==> src/rtl/regfile_sb_pkg.sv <==
// Shared constants for the integer register file: default geometry and the
// hardwired-zero register index.
package regfile_sb_pkg;

  localparam int XLEN     = 32;
  localparam int NREGS    = 32;
  localparam int REG_ZERO = 0;

endpackage

==> src/rtl/regfile_sb_scoreboard.sv <==
// Pending-write scoreboard: one bit per register plus a registered population
// count. Bit 0 never sets; a same-cycle set and clear on one index leaves it set.
module regfile_scoreboard
  import regfile_sb_pkg::*;
#(
  parameter  int NUM = NREGS,
  localparam int AW  = $clog2(NUM)
) (
  input  logic            clock,
  input  logic            reset,
  input  logic            set_en,
  input  logic [AW-1:0]   set_idx,
  input  logic            clr_en,
  input  logic [AW-1:0]   clr_idx,
  output logic [NUM-1:0]  pending,
  output logic [AW:0]     pending_cnt
);

  localparam logic [AW-1:0] IDX_ZERO = AW'(REG_ZERO);
  localparam logic [AW:0]   CNT_ONE  = (AW+1)'(1);

  logic [NUM-1:0] r_pending;
  logic [AW:0]    r_cnt;
  logic           w_set;
  logic           w_clr;
  logic           w_inc;
  logic           w_dec;

  // Counter moves only when a bit actually changes, so it can neither wrap
  // nor drift from the vector it summarises.
  always_comb begin
    w_set = set_en && (set_idx != IDX_ZERO);
    w_clr = clr_en && (clr_idx != IDX_ZERO) && !(w_set && (set_idx == clr_idx));
    w_inc = w_set && !r_pending[set_idx];
    w_dec = w_clr && r_pending[clr_idx];
  end

  always_ff @(posedge clock) begin
    if (reset) begin
      r_pending <= '0;
      r_cnt     <= '0;
    end else begin
      if (w_clr) r_pending[clr_idx] <= 1'b0;
      if (w_set) r_pending[set_idx] <= 1'b1;
      case ({w_inc, w_dec})
        2'b10:   r_cnt <= r_cnt + CNT_ONE;
        2'b01:   r_cnt <= r_cnt - CNT_ONE;
        default: r_cnt <= r_cnt;
      endcase
    end
  end

  assign pending     = r_pending;
  assign pending_cnt = r_cnt;

endmodule

==> src/rtl/regfile_sb.sv <==
// Integer register file with one write port, RPORTS combinational read ports,
// optional write-to-read bypass and a pending-write scoreboard for RAW stalls.
module regfile_sb
  import regfile_sb_pkg::*;
#(
  parameter  int WIDTH  = XLEN,
  parameter  int NUM    = NREGS,
  parameter  int RPORTS = 2,
  parameter  int BYPASS = 1,
  localparam int AW     = $clog2(NUM)
) (
  input  logic                    clock,
  input  logic                    reset,
  input  logic                    write_en,
  input  logic [AW-1:0]           address_w,
  input  logic [WIDTH-1:0]        data_w,
  input  logic                    issue_en,
  input  logic [AW-1:0]           issue_rd,
  input  logic [RPORTS*AW-1:0]    address_r,
  output logic [RPORTS*WIDTH-1:0] data_r,
  output logic [RPORTS-1:0]       busy_r,
  output logic [AW:0]             pending_cnt
);

  localparam logic [AW-1:0] IDX_ZERO = AW'(REG_ZERO);

  logic [WIDTH-1:0] r_regs [NUM];
  logic [NUM-1:0]   w_pending;

  always_ff @(posedge clock) begin
    if (reset) begin
      for (int i = 0; i < NUM; i++) r_regs[i] <= '0;
    end else if (write_en && (address_w != IDX_ZERO)) begin
      r_regs[address_w] <= data_w;
    end
  end

  regfile_scoreboard #(
    .NUM (NUM)
  ) u_scoreboard (
    .clock       (clock),
    .reset       (reset),
    .set_en      (issue_en),
    .set_idx     (issue_rd),
    .clr_en      (write_en),
    .clr_idx     (address_w),
    .pending     (w_pending),
    .pending_cnt (pending_cnt)
  );

  // A same-cycle writeback both forwards its data and releases the stall,
  // but only when bypassing is built in.
  for (genvar k = 0; k < RPORTS; k++) begin : g_rd
    logic [AW-1:0] w_addr;
    logic          w_hit;

    assign w_addr = address_r[k*AW +: AW];
    assign w_hit  = (BYPASS != 0) && write_en && (address_w == w_addr);

    assign data_r[k*WIDTH +: WIDTH] = (w_addr == IDX_ZERO) ? '0 :
                                      w_hit               ? data_w :
                                                            r_regs[w_addr];
    assign busy_r[k] = w_pending[w_addr] && !w_hit;
  end

endmodule
==> config.mk <==
export PLATFORM = sky130hd
export DESIGN_NAME = regfile_sb
export DESIGN_NICKNAME = d
export VERILOG_FILES = /design/src/rtl/regfile_sb_pkg.sv /design/src/rtl/regfile_sb_scoreboard.sv /design/src/rtl/regfile_sb.sv
export SDC_FILE = /design/constraint.sdc
export NUM_CORES = 2
export LEC_CHECK = 0
export CORE_ASPECT_RATIO = 0.5
export CORE_MARGIN = 2
export CORE_UTILIZATION = 35
export CTS_CLUSTER_DIAMETER = 120
export DETAILED_ROUTE_END_ITERATION = 7
export GPL_TIMING_DRIVEN = 1
export SKIP_CTS_REPAIR_TIMING = 1
export SYNTH_ARGS = -nofsm -noshare
export SYNTH_HDL_FRONTEND = slang
export SYNTH_SLANG_ARGS = --single-unit
==> constraint.sdc <==
create_clock -name clock -period 4.5 [get_ports clock]
set_input_delay 0.9 -clock clock [delete_from_list [all_inputs] [get_ports clock]]
set_output_delay 0.9 -clock clock [all_outputs]
set_load 0.05 [all_outputs]
==> impl_metrics.yaml <==
outcome:
  outcome: "complete, no violations"
clocking:
  cts-htree-levels: 3
  cts_tree: "built"
  path_clk_slew_ns: 0.06
  insertion_delay_ns: 0.72
  cts-buffers-inserted: 106
  cts.sinks: 1062
  cts_root_buf: "clkbuf_16"
  cts_buffer_depth: 3
yosys:
  synth_ff_type: "edfxtp_1"
  netlist_top_cells_area: "edfxtp_1, mux4_2, and2_1"
  netlist_area_sq_um: 58190
  ys_warn_count: 0
  synth.yosys.seq_area_share_pct: 54.15
  synthTopCellsByCount: "edfxtp_1, and2_1, mux4_2"
  yosys.area.top_type: "edfxtp_1"
  ys_async_sr_fraction_pct: 0
  ys_types: 81
  synth-edff-count: 1024
  synth-seq-cells: 1062
  synth_area_per_cell_sq_um: 14.39
  synth.most_common_cell: "edfxtp_1"
  synthCells: 4043
  yosysTopAreaCellShare_pct: 52.85
floorplanning:
  io_pins: 128
  initial_core_util_pct: 35.38
  fp.dieH_microns: 292.3
  core_sq_um: 164500
  rows: 105
  die_w_microns: 580.6
  die_area_sq_um: 169700
timing:
  finalHoldViolations: 0
  post-route-period-util_pct: 98.57
  fmax_ghz: 0.2255
  slew_viol_final: 0
  setup_tns_ns: 0
  tightestPinTransition_ns: 1.016
  setup_viol_count_final: 0
  min_period_ns: 4.435
  rsz0062_at_grt: "false"
  fin_skew_ns: 0.007365
  slew_headroom_pct: 32.06
  setup_slack_ns: 0.06452
final_layout:
  fin_util_pct: 41.55
  syn_to_final_growth_pct: 17.44
  drive_gt1_share_pct: 28.24
  nFillCells: 14840
  multi_input_area_sq_um: 25050
  seq_area_sq_um: 31510
  layout.nets: 4357
grt:
  grt_max_degree: 41
  first_global_vias: 40260
  grt-ovfl-total: 0
  grt_pass1_wl_mm: 307.8
  grt_use_total_pct: 25.50
  antenna_found_initial: 14
power_and_ir_drop:
  p_int_mw: 17.91
  switching_power_mw: 6.681
  power.total_mw: 24.59
  peakVddDrop_uv: 300.1
  combPwrFrac_pct: 17.3
  p_per_area_nw_per_um2: 359.8
  seq_power_share_pct: 47.4
  leakagePower_nw: 23.66
  swShare_pct: 27.17
  p_clk_share_pct: 35.3
setup_path:
  path_cells: "buf_8 -> buf_12 -> mux4_2 -> o22ai_1 -> nor2_1 -> o21ai_0 -> nor3_1 -> buf_4 -> buf_12"
  crit_type: "primary input to output pin"
  reg2regPathDepth: 11
  critPathMaxFanout: 27
  cp_common_cell: "buf_12"
  worstPathArrival_ns: 3.54
  start_kind: "primary input"
  cp_slowest_stage_delay_ns: 0.55
  required_ns: 3.60
  slowest_stage: "mux4_2"
  critPathCaptureType: "output pin"
worst_hold_path:
  hold_depth: 2
  min-delay-path-class: "register to register"
drt:
  drtPass1Iterations: 6
  via_per_inst: 6.193
  met3WireLength_mm: 29.43
  drc: 0
  routedWlPerCell_microns: 33.49
  dr_wl_met2_mm: 98.53
  route.top_layer_used: "met5"
  ant_nets: 0
  m1WireLength_mm: 82.43
  drt_iter0_markers: 6754
  finalWirelength_mm: 220.3
  vias: 40730
placed_design:
  gp_congestion: 0.9485
  portBuffers: 127
  dp_hpwl_mm: 140.9
  dp_slack_ns: -0.1978
job:
  drv_cap: 0
==> power by group through the flow <==
stage	clock network [mW]	registers (mW)	logic [mW]
global route	9.11	11.7	4.36
floorplan	0	11.8	2.23
global placement	0	11.8	4.14
CTS	8.75	11.6	4.17
detailed placement	0	11.8	4.16
finish	8.69	11.6	4.26
==> flip-flops by register name (all words and copies together), names as in the netlist <==
register	count
u_scoreboard.pending	32
r_regs	1024
u_scoreboard.pending_cnt	6
==> cell families after synthesis <==
family          synth area share (%)
compound gates                 6.346
buf+inv                        3.914
xor+xnor                      0.2709
simple gates                   13.72
other cells                 0.006445
fa+ha+maj                     0.1419
flops                          54.15
mux                            21.45
==> through the flow <==
stage	hold WS, ns	instances	cell area (sq um)
after global routing	0.5146	6571	68320
after global placement	0.4923	6380	65000
after detailed placement	0.4887	6380	65000
after CTS	0.4982	6570	68260
after floorplan	0.4696	4074	58300
final	0.4909	6577	68340
==> placed cells by master (no fill, tap or decap), types with 40 or more instances in the layout <==
cell	instances
a221oi_1	40
a22oi_1	89
and2_1	1002
buf_12	117
buf_4	368
clkbuf_16	106
clkdlybuf4s50_1	51
edfxtp_1	1024
mux2i_1	126
mux4_2	471
nand2_1	56
nor2_1	88
nor3_1	42
o21ai_0	88
o22ai_1	95
==> path summary, 6_finish.rpt <==
check / from / end / slack, ns
worst max-delay path: address_r[5] / data_r[55] / 0.06
worst min-delay path: u_scoreboard.pending_cnt[3] / u_scoreboard.pending_cnt[3] / 0.49
worst max register to register: u_scoreboard.pending[27] / u_scoreboard.pending_cnt[4] / 1.13
worst min register to register: u_scoreboard.pending_cnt[3] / u_scoreboard.pending_cnt[3] / 0.49
==> layer usage <==
metal  up-vias  global-route usage, %
li1      16180                      -
met1     20950                  33.90
met2      3030                  39.26
met3       570                  7.485
met4         2                  10.07
met5         -                 0.1961
==> worst max-delay path: cells and delay by family <==
kind | cells | cell delay, ns
buffers and inverters | 4 | 0.91
AND/OR/NAND/NOR | 2 | 0.21
multiplexers | 1 | 0.55
AO/OA/AOI/OAI | 2 | 0.90
==> area by class of cell <==
class	instances	share of cell area [%]
sequential	1062	46.11
inverter	21	0.1172
timing repair buffer	542	8.305
antenna	7	0.02563
multi-input combinational	2562	36.65
clock inverter	59	0.7562
tap	2193	4.015
clock buffer	131	4.019
Power figures use the tool's default switching activity.
